`config.mk`:
```
export PLATFORM = sky130hd
export DESIGN_NAME = vga_ctrl_flat
export DESIGN_NICKNAME = d
export VERILOG_FILES = /design/src/rtl/vga_ctrl_if.sv /design/src/rtl/vga_ctrl.sv /design/src/flat_wrapper.sv
export SDC_FILE = /design/constraint.sdc
export NUM_CORES = 1
export LEC_CHECK = 0
export ABC_CLOCK_PERIOD_IN_PS = 2150
export BUFFER_PORTS_ARGS = -buffer_cell sky130_fd_sc_hd__buf_2
export CAP_MARGIN = 20
export CORE_ASPECT_RATIO = 0.75
export CORE_MARGIN = 1.5
export CORE_UTILIZATION = 43
export DETAILED_ROUTE_END_ITERATION = 16
export PLACE_DENSITY = 0.79
export REMOVE_ABC_BUFFERS = 1
export SLEW_MARGIN = 10
export SYNTH_ARGS = -nofsm -noshare
export SYNTH_HDL_FRONTEND = slang
export SYNTH_SLANG_ARGS = --single-unit
```
`constraint.sdc`:
```
create_clock -name clk_i -period 2.15 [get_ports clk_i]
set_input_delay 0.43 -clock clk_i [delete_from_list [all_inputs] [get_ports clk_i]]
set_output_delay 0.43 -clock clk_i [all_outputs]
set_load 0.1 [all_outputs]
```
`src/rtl/vga_ctrl_if.sv`:
```
// Pixel-side and DAC-side signals of the VGA timing generator.
// The master modport is the controller; the slave modport is the pixel-colour host.
interface vga_ctrl_if;
  logic [9:0]  red;
  logic [9:0]  green;
  logic [9:0]  blue;
  logic [10:0] cur_x;
  logic [10:0] cur_y;
  logic        request;
  logic [9:0]  vga_r;
  logic [9:0]  vga_g;
  logic [9:0]  vga_b;
  logic        vga_hs;
  logic        vga_vs;
  logic        vga_blank;
  logic        vga_clock;

  modport master (
    input  red, green, blue,
    output cur_x, cur_y, request,
    output vga_r, vga_g, vga_b, vga_hs, vga_vs, vga_blank, vga_clock
  );

  modport slave (
    output red, green, blue,
    input  cur_x, cur_y, request,
    input  vga_r, vga_g, vga_b, vga_hs, vga_vs, vga_blank, vga_clock
  );
endinterface

```
`src/rtl/vga_ctrl.sv`:
```
// Free-running VGA timing generator with colour gating (640x480@60 by default).
// All outputs decode combinationally from the horizontal and vertical counters.
module vga_ctrl #(
  parameter int unsigned HSync  = 96,
  parameter int unsigned HBack  = 48,
  parameter int unsigned HAct   = 640,
  parameter int unsigned HFront = 16,
  parameter int unsigned VSync  = 2,
  parameter int unsigned VBack  = 33,
  parameter int unsigned VAct   = 480,
  parameter int unsigned VFront = 10
) (
  input  logic          clk_i,
  input  logic          rst_ni,
  vga_ctrl_if.master    vga
);

  localparam int unsigned HTotal = HSync + HBack + HAct + HFront;
  localparam int unsigned VTotal = VSync + VBack + VAct + VFront;
  localparam int unsigned XStart = HSync + HBack;
  localparam int unsigned YStart = VSync + VBack;

  localparam logic [10:0] HLast   = 11'(HTotal - 1);
  localparam logic [10:0] VLast   = 11'(VTotal - 1);
  localparam logic [10:0] HSyncW  = 11'(HSync);
  localparam logic [10:0] VSyncW  = 11'(VSync);
  localparam logic [10:0] XStartW = 11'(XStart);
  localparam logic [10:0] XEndW   = 11'(XStart + HAct);
  localparam logic [10:0] YStartW = 11'(YStart);
  localparam logic [10:0] YEndW   = 11'(YStart + VAct);

  logic [10:0] h_cnt_q, h_cnt_d;
  logic [10:0] v_cnt_q, v_cnt_d;
  logic        h_act, v_act, active;

  // The vertical counter only advances on the horizontal wrap.
  always_comb begin
    h_cnt_d = h_cnt_q + 11'd1;
    v_cnt_d = v_cnt_q;
    if (h_cnt_q == HLast) begin
      h_cnt_d = '0;
      v_cnt_d = (v_cnt_q == VLast) ? 11'd0 : v_cnt_q + 11'd1;
    end
  end

  always_ff @(posedge clk_i or negedge rst_ni) begin
    if (!rst_ni) begin
      h_cnt_q <= '0;
      v_cnt_q <= '0;
    end else begin
      h_cnt_q <= h_cnt_d;
      v_cnt_q <= v_cnt_d;
    end
  end

  assign h_act  = (h_cnt_q >= XStartW) && (h_cnt_q < XEndW);
  assign v_act  = (v_cnt_q >= YStartW) && (v_cnt_q < YEndW);
  assign active = h_act && v_act;

  assign vga.cur_x     = h_act ? (h_cnt_q - XStartW) : 11'd0;
  assign vga.cur_y     = v_act ? (v_cnt_q - YStartW) : 11'd0;
  assign vga.request   = active;
  assign vga.vga_blank = active;
  assign vga.vga_hs    = (h_cnt_q >= HSyncW);
  assign vga.vga_vs    = (v_cnt_q >= VSyncW);

  // Zero-latency pass-through: the host answers X/Y within the same cycle.
  assign vga.vga_r = active ? vga.red   : 10'd0;
  assign vga.vga_g = active ? vga.green : 10'd0;
  assign vga.vga_b = active ? vga.blue  : 10'd0;

  assign vga.vga_clock = ~clk_i;

endmodule

```
`src/flat_wrapper.sv`:
```
// flat-port wrapper written by rule: the top's interface ports become plain ports
module vga_ctrl_flat 
#(
  parameter int unsigned HSync  = 96,
  parameter int unsigned HBack  = 48,
  parameter int unsigned HAct   = 640,
  parameter int unsigned HFront = 16,
  parameter int unsigned VSync  = 2,
  parameter int unsigned VBack  = 33,
  parameter int unsigned VAct   = 480,
  parameter int unsigned VFront = 10
)
  (clk_i, rst_ni, vga_red, vga_green, vga_blue, vga_cur_x, vga_cur_y, vga_request, vga_vga_r, vga_vga_g, vga_vga_b, vga_vga_hs, vga_vga_vs, vga_vga_blank, vga_vga_clock);
  vga_ctrl_if vga_i ();
  input  logic clk_i;
  input  logic rst_ni;
  input wire logic [$bits(vga_i.red)-1:0] vga_red;
  input wire logic [$bits(vga_i.green)-1:0] vga_green;
  input wire logic [$bits(vga_i.blue)-1:0] vga_blue;
  output wire logic [$bits(vga_i.cur_x)-1:0] vga_cur_x;
  output wire logic [$bits(vga_i.cur_y)-1:0] vga_cur_y;
  output wire logic [$bits(vga_i.request)-1:0] vga_request;
  output wire logic [$bits(vga_i.vga_r)-1:0] vga_vga_r;
  output wire logic [$bits(vga_i.vga_g)-1:0] vga_vga_g;
  output wire logic [$bits(vga_i.vga_b)-1:0] vga_vga_b;
  output wire logic [$bits(vga_i.vga_hs)-1:0] vga_vga_hs;
  output wire logic [$bits(vga_i.vga_vs)-1:0] vga_vga_vs;
  output wire logic [$bits(vga_i.vga_blank)-1:0] vga_vga_blank;
  output wire logic [$bits(vga_i.vga_clock)-1:0] vga_vga_clock;
  assign vga_i.red = vga_red;
  assign vga_i.green = vga_green;
  assign vga_i.blue = vga_blue;
  assign vga_cur_x = vga_i.cur_x;
  assign vga_cur_y = vga_i.cur_y;
  assign vga_request = vga_i.request;
  assign vga_vga_r = vga_i.vga_r;
  assign vga_vga_g = vga_i.vga_g;
  assign vga_vga_b = vga_i.vga_b;
  assign vga_vga_hs = vga_i.vga_hs;
  assign vga_vga_vs = vga_i.vga_vs;
  assign vga_vga_blank = vga_i.vga_blank;
  assign vga_vga_clock = vga_i.vga_clock;
  vga_ctrl #(.HSync(HSync), .HBack(HBack), .HAct(HAct), .HFront(HFront), .VSync(VSync), .VBack(VBack), .VAct(VAct), .VFront(VFront)) u_core (.clk_i(clk_i), .rst_ni(rst_ni), .vga(vga_i));
endmodule
```
==> out/results.ini, run 1 <==
[yosys]
ys_ff_latch=22
synth-warning-count=0
ys_types=45
synthFlopType=dfrtp_1
synth-seq-area-share=0.289
synth_area_per_cell_sq_um=7.39
synthCells=258
async_flop_share=1.00
syn_area_sq_mm=0.00191
synth_enable_flop_cells=0

[status]
stop_stage=clock tree synthesis (4_1_cts)
status=aborted with a tool error
first-error=[ERROR DPL-0033] detailed placement checks failed during check placement.

[cts]
clk_path_buf_depth=2
clock-root-buffer=clkbuf_8
cts_max_level=1
cts_setup_buffers=9
cts_inserted_buffers=3
cts_resized=70
postCtsHoldBufs=0

[floorplan]
rows=20
num_io_pins=89
die_w_um=79.9
start_util=0.459
die_h_um=60.7

[place]
dpl_cell_area_sq_mm=0.00352
hpwlAfterDp_mm=6.12
gp_congestion=0.887
port_buffers=88

[kinds of logic after synthesis]
| family | count (synthesis) | share of synthesized area |
|---|---|---|
| fa+ha+maj | 9 | 0.0591 |
| simple gates | 120 | 0.336 |
| flops | 22 | 0.289 |
| xor+xnor | 18 | 0.0827 |
| buf+inv | 62 | 0.131 |
| compound gates | 25 | 0.0906 |
| mux | 2 | 0.0118 |
[cells in the mapped netlist, types with 2 or more instances]
cell,count,area share
nand2_1,16,0.031
buf_2,5,0.013
nor3b_1,2,0.0079
or3_1,2,0.0066
clkbuf_1,13,0.026
dfrtp_1,22,0.29
xor2_1,6,0.028
nor4_1,3,0.0098
nor4b_1,3,0.014
ha_1,9,0.059
a21oi_1,6,0.016
inv_1,42,0.083
xnor2_1,12,0.055
and2_1,3,0.0098
and3_1,4,0.013
o41ai_1,2,0.0092
o21ai_0,5,0.013
nand3_1,8,0.021
and4_1,3,0.014
nor2_1,30,0.059
nand4_1,5,0.016
nor3_1,34,0.089
[through the flow]
stage | cells | setup slack [ns] | TNS, ns
after floorplan | 238 | -3.36 | -113.71
after global placement | 429 | -0.361 | -8.62
after detailed placement | 429 | -0.443 | -14.12
==> inputs of run 2 (changes only) <==
Settings changed: ABC_CLOCK_PERIOD_IN_PS 2150 to 2800, CORE_ASPECT_RATIO 0.75 to unset, CORE_UTILIZATION 43 to 35, PLACE_DENSITY 0.79 to unset, PLACE_DENSITY_LB_ADDON set to 0.15.
Clock period 2.15 ns to 2.8 ns, I/O delays scaled along.
==> run 2 against run 1 <==
Net effect: synthesized cell count did not move; synthesized area did not move; the flow now finishes, with violations (setup timing).
==> out/results.ini, run 2 <==
[yosys]
synthFlopType=dfrtp_1
yosys-top-cells-area=dfrtp_1 (29%), nor3_1 (8.9%), inv_1 (8.3%), ha_1 (5.9%), nor2_1 (5.9%)
synthCells=258  ; unchanged
synth-warning-count=0  ; unchanged
synth.top_cell.area_share=0.289  ; unchanged
synth_commonest_cells=inv_1 (42), nor3_1 (34), nor2_1 (30)
yosys.area.top_type=dfrtp_1
synth_most_common_cell=inv_1
synth_enable_flop_cells=0  ; unchanged
synth-seq-area-share=0.289  ; unchanged
ys_types=45  ; unchanged
syn_area_sq_mm=0.00191  ; unchanged
async_flop_share=1.00  ; unchanged
synth_area_per_cell_sq_um=7.39  ; unchanged
ys_ff_latch=22  ; unchanged

[floorplan]
die_h_um=76.8  ; +27%
rows=26  ; +30%
num_io_pins=89  ; unchanged
fp.coreArea_sq_mm=0.00517
start_util=0.369  ; -0.0904
die_area_sq_mm=0.00590
die_w_um=76.8  ; -3.9%

[timing]
fmax_mhz=352
hold_viol=0
worst_slack_ns=-0.0371
slew_violations=0
worst_pin_slew_ns=0.502
whs_ns=0.250
final.min_clock_period_ns=2.84
finClkSkew_ns=0.00465
post-route-period-util=1.01
setup_violations=11
rsz0062_at_grt=true
maxSlewHeadroom=0.667

[routing]
drt_first_pass_iters=4
drt_iter0_drc=90
drt_wl_total_mm=6.26
wire_per_inst_um=14.8
antenna_left=0
vias=2176
drc_errors=0
avgViaCountPerCell=5.16

[cts]
cts_max_level=1  ; unchanged
clk_path_buf_depth=2  ; unchanged
clock-root-buffer=clkbuf_8
path_clk_slew_ns=0.08
cts_inserted_buffers=3  ; unchanged
cts_tree=built
postCtsHoldBufs=0  ; unchanged
clk_latency_ns=0.26

[global_route]
first_global_vias=2012
grt_overflow=0
grt_usage=0.203
grt_max_degree=41
antenna_found_initial=0
grt_first_pass_wirelength_mm=9.91

[pwr]
power-per-cell-area_mw_per_mm2=192
p_leak_nw=1.68
power.total_mw=0.689
ir_worst_vdd_uv=611

[place]
port_buffers=88  ; unchanged
dp.cells=416  ; -3.0%
hpwlAfterDp_mm=4.53  ; -26%
gp_congestion=0.852  ; -3.9%
dpl_cell_area_sq_mm=0.00330  ; -6.3%

[critical_path]
cp_common_cell=buf_12
path_delay_family=simple AND/OR/NAND/NOR gates
reg2reg_setup_slack_ns=0.58
crit_buf_inv=2
worstPathMaxFanout=18
start_kind=flop
required_ns=2.24
endpoint_kind=output port
path_class=flop to output port
arrival_ns=2.28
slowest_delay_ns=0.55
crit_chain=or4_4 -> a31oi_4 -> o21ai_4 -> buf_12 -> nor3_1 -> buf_12
critical_path.slowest_cell=or4_4

[job]
maxCapViolations=0

[finish]
instances_no_fill=422
fillerInstances=409
mostFrequentLayoutCell=buf_12
utilization=0.694
areaGrowthSynthToFinish_pct=88.4
multi_input_area_sq_mm=0.00132
fin_nets=394
mostFrequentLayoutCells=buf_12 (54), inv_1 (42), buf_2 (36)
diodes=0
final_layout_size_suffix_gt1_frac=0.455
reg_top3=u_core.h_cnt_q x11, u_core.v_cnt_q x11
final_cell_area_sq_mm=0.00359
seq_area_sq_um=554

[status]
violations=setup timing
status=complete, but fails checks

[hold_path]
hold_path_class=primary input to async pin

## run 2: cells by family after synthesis
kind of cell	share of synthesized area
AO/OA/AOI/OAI	0.0906
XOR/XNOR	0.0827
adder cells (fa/ha/maj)	0.0591
buffers and inverters	0.131
flip-flops	0.289
multiplexers	0.0118
AND/OR/NAND/NOR	0.336
## run 2: through the flow
step | TNS [ns] | worst slack, ns
after floorplan | -85.50 | -2.84
after global placement | 0 | 0.205
after detailed placement | 0 | 0.130
after CTS | -0.229 | -0.0278
after global routing | -2.12 | -0.108
final | -0.305 | -0.0371
## run 2: final cells by class
class | instances | area share
timing repair buffer | 109 | 0.396
clock inverter | 2 | 0.00209
sequential | 22 | 0.154
tap | 70 | 0.0244
multi-input combinational | 174 | 0.367
clock buffer | 4 | 0.0129
inverter | 41 | 0.0428
## run 2: timing repair
item / in CTS / in global routing
setup buffers: 1 / 0
gates resized for setup: 7 / 39
endpoints found under the setup margin: 35 / 47
cloned: 0 / 1
pin swaps: 1 / 0
## run 2: path summary, 6_finish.rpt
check / cells past startpoint / endpoint / from
max in group asynchronous: 1 / u_core.h_cnt_q[6]$_DFF_PN0_ / rst_ni
hold / removal: 1 / u_core.h_cnt_q[9]$_DFF_PN0_ / rst_ni
min in group clk_i: 1 / u_core.h_cnt_q[0]$_DFF_PN0_ / u_core.h_cnt_q[0]$_DFF_PN0_
setup reg to reg: 6 / u_core.v_cnt_q[7]$_DFFE_PN0N_ / u_core.h_cnt_q[5]$_DFF_PN0_
setup / recovery: 6 / vga_vga_g[9] / u_core.h_cnt_q[5]$_DFF_PN0_
hold reg to reg: 1 / u_core.h_cnt_q[0]$_DFF_PN0_ / u_core.h_cnt_q[0]$_DFF_PN0_
## run 2: metal layers
metal  track usage  vias up  share of wire
met4        0.0463        0         0.0046
met2         0.332       86           0.49
met1         0.280     1036           0.45
met3        0.0286        4          0.056
li1              -     1050              -
met5             0        -              0
## run 2: where the power goes
group	leakage, nW	internal, mW	switching, mW
sequential	0.289	0.317	0
combinational	1.35	0.0184	0.0218
clock	0.0362	0.110	0.222
total	1.68	0.445	0.244
No activity file was read; power rests on OpenSTA's default activity.
==> inputs of run 3 (changes only) <==
--- a/config.mk
+++ b/config.mk
@@ -15,2 +15,3 @@
 export REMOVE_ABC_BUFFERS = 1
+export SKIP_CTS_REPAIR_TIMING = 1
 export SLEW_MARGIN = 10
--- a/constraint.sdc
+++ b/constraint.sdc
@@ -3,2 +3,2 @@
 set_output_delay 0.56 -clock clk_i [all_outputs]
-set_load 0.1 [all_outputs]
+set_load 0.02 [all_outputs]
==> run 3 against run 2 <==
Net effect: the run now ends clean; combinational power decreased by 8.5%; flip-flop and latch count unchanged; cell area decreased by 27%; critical endpoint is now vga_vga_r[1]; highest routed layer unchanged.
==> out/results.ini, run 3 (synthesis gave the netlist of run 2 again) <==
[place]
gp_congestion=0.823  ; -3.4%
dpl_cell_area_sq_mm=0.00245  ; -26%
hpwlAfterDp_mm=3.86  ; -15%
dp.cells=407  ; -2.2%
port_buffers=88  ; unchanged
pre_cts_ws_ns=0.164  ; +0.0336 ns

[finish]
fin_nets=386  ; -2.0%
reg_top3=u_core.h_cnt_q x11, u_core.v_cnt_q x11
mostFrequentLayoutCell=buf_2
seq_area_sq_um=554  ; unchanged
diodes=0  ; unchanged
instances_no_fill=414  ; -1.9%
final_cell_area_sq_mm=0.00261  ; -27%
final_layout_size_suffix_gt1_frac=0.375  ; -0.0795
mostFrequentLayoutCells=buf_2 (86), inv_1 (41), nor2_1 (30)
areaGrowthSynthToFinish_pct=36.6
multi_input_area_sq_mm=0.00118  ; -10%
fillerInstances=503  ; +23%

[pwr]
power-per-cell-area_mw_per_mm2=231  ; +21%
ir_worst_vdd_uv=214  ; -65%
p_leak_nw=1.46  ; -13%
power.total_mw=0.602  ; -13%

[timing]
hold_viol=0  ; unchanged
post-route-period-util=0.986  ; -0.0268
fmax_mhz=362  ; +2.7%
slew_violations=0  ; unchanged
fin_setup_tns_ns=0  ; +0.305 ns
finClkSkew_ns=0.00233  ; -0.00233 ns
worst_slack_ns=0.0379  ; +0.0749 ns
setup_violations=0  ; -11
maxSlewHeadroom=0.659  ; -0.00792
worst_pin_slew_ns=0.511  ; +0.00843 ns
final.min_clock_period_ns=2.76  ; -0.0749 ns

[routing]
drt_iter0_drc=102  ; +13%
drt_wl_total_mm=5.25  ; -16%
antenna_left=0  ; unchanged
drt_first_pass_iters=4  ; unchanged
vias=2035  ; -6.5%
drc_errors=0  ; unchanged
wire_per_inst_um=12.7  ; -15%
avgViaCountPerCell=4.92  ; -4.7%

[floorplan]
die_area_sq_mm=0.00590  ; unchanged
die_h_um=76.8  ; unchanged
start_util=0.369  ; unchanged
die_w_um=76.8  ; unchanged
fp.coreArea_sq_mm=0.00517  ; unchanged
rows=26  ; unchanged
num_io_pins=89  ; unchanged

[global_route]
grt_first_pass_wirelength_mm=8.58  ; -13%
grt_overflow=0  ; unchanged
first_global_vias=1832  ; -8.9%
grt_max_degree=37  ; -9.8%
grt_usage=0.174  ; -0.0282
antenna_found_initial=0  ; unchanged

[critical_path]
slowest_delay_ns=0.55  ; about the same
endpoint_kind=output port
arrival_ns=2.20  ; -0.08 ns
critical_path.slowest_cell=or4_4
start_kind=flop
required_ns=2.24  ; about the same
crit_buf_inv=2  ; unchanged
reg2reg_setup_slack_ns=0.67  ; +0.09 ns
path_class=flop to output port
path_delay_family=simple AND/OR/NAND/NOR gates
crit_chain=or4_4 -> a31oi_4 -> o21ai_4 -> buf_12 -> nor3_2 -> buf_2
worstPathMaxFanout=35  ; +17

[status]
status=complete, no violations

[cts]
cts_inserted_buffers=3  ; unchanged
clock-root-buffer=clkbuf_8
cts_max_level=1  ; unchanged
path_clk_slew_ns=0.08  ; about the same
clk_path_buf_depth=2  ; unchanged
cts_tree=built
clk_latency_ns=0.26  ; about the same

[job]
maxCapViolations=0  ; unchanged

[hold_path]
hold_path_class=primary input to async pin

run 3: changes by cell type in the layout (fill, tap and decap cells not counted), sizes merged:
cell / change
inv: -1
buf: -7
clkbuf: -1
clkinv: +1
run 3: worst paths after layout:
path,from,to,cells after the start
setup / recovery,u_core.h_cnt_q[5]$_DFF_PN0_,vga_vga_r[1],6
hold / removal,rst_ni,u_core.h_cnt_q[6]$_DFF_PN0_,1
setup reg to reg,u_core.h_cnt_q[5]$_DFF_PN0_,u_core.v_cnt_q[7]$_DFFE_PN0N_,6
hold reg to reg,u_core.h_cnt_q[0]$_DFF_PN0_,u_core.h_cnt_q[0]$_DFF_PN0_,1
max in group asynchronous,rst_ni,u_core.v_cnt_q[3]$_DFFE_PN0N_,1
min in group clk_i,u_core.h_cnt_q[0]$_DFF_PN0_,u_core.h_cnt_q[0]$_DFF_PN0_,1
run 3: report_power, final:
| group | switching, mW | internal [mW] |
|---|---|---|
| Combinational | 0.0184 | 0.0182 |
| Clock | 0.137 | 0.111 |
| Sequential | 0 | 0.317 |
| Total | 0.155 | 0.447 |
run 3: area by class of cell:
class,count,area share
multi-input combinational,174,0.454
timing repair buffer,101,0.219
sequential,22,0.213
inverter,41,0.0591
tap,70,0.0336
clock buffer,4,0.0178
clock inverter,2,0.00336
run 3: per-stage QoR:
stage / hold WS [ns] / utilization
after floorplan: 0.264 / -
after global placement: 0.504 / 0.474
after detailed placement: 0.515 / 0.474
after CTS: 0.268 / 0.483
after global routing: 0.293 / 0.504
final: 0.256 / 0.504
run 3: worst reg2reg max path: stages, from the launching register on:
cell and delay (ns):
dfrtp_2 0.47, inv_2 0.09, ha_1 0.15, or4b_4 0.51
nor4_4 0.43, and4_1 0.27, xor2_1 0.14
run 3: metal layers:
layer / GRT usage / wire (um) / vias to the layer above
li1: - / - / 1030
met1: 0.228 / 2380 / 931
met2: 0.294 / 2490 / 72
met3: 0.0357 / 353 / 2
met4: 0.0407 / 24 / 0
met5: 0 / 0 / -
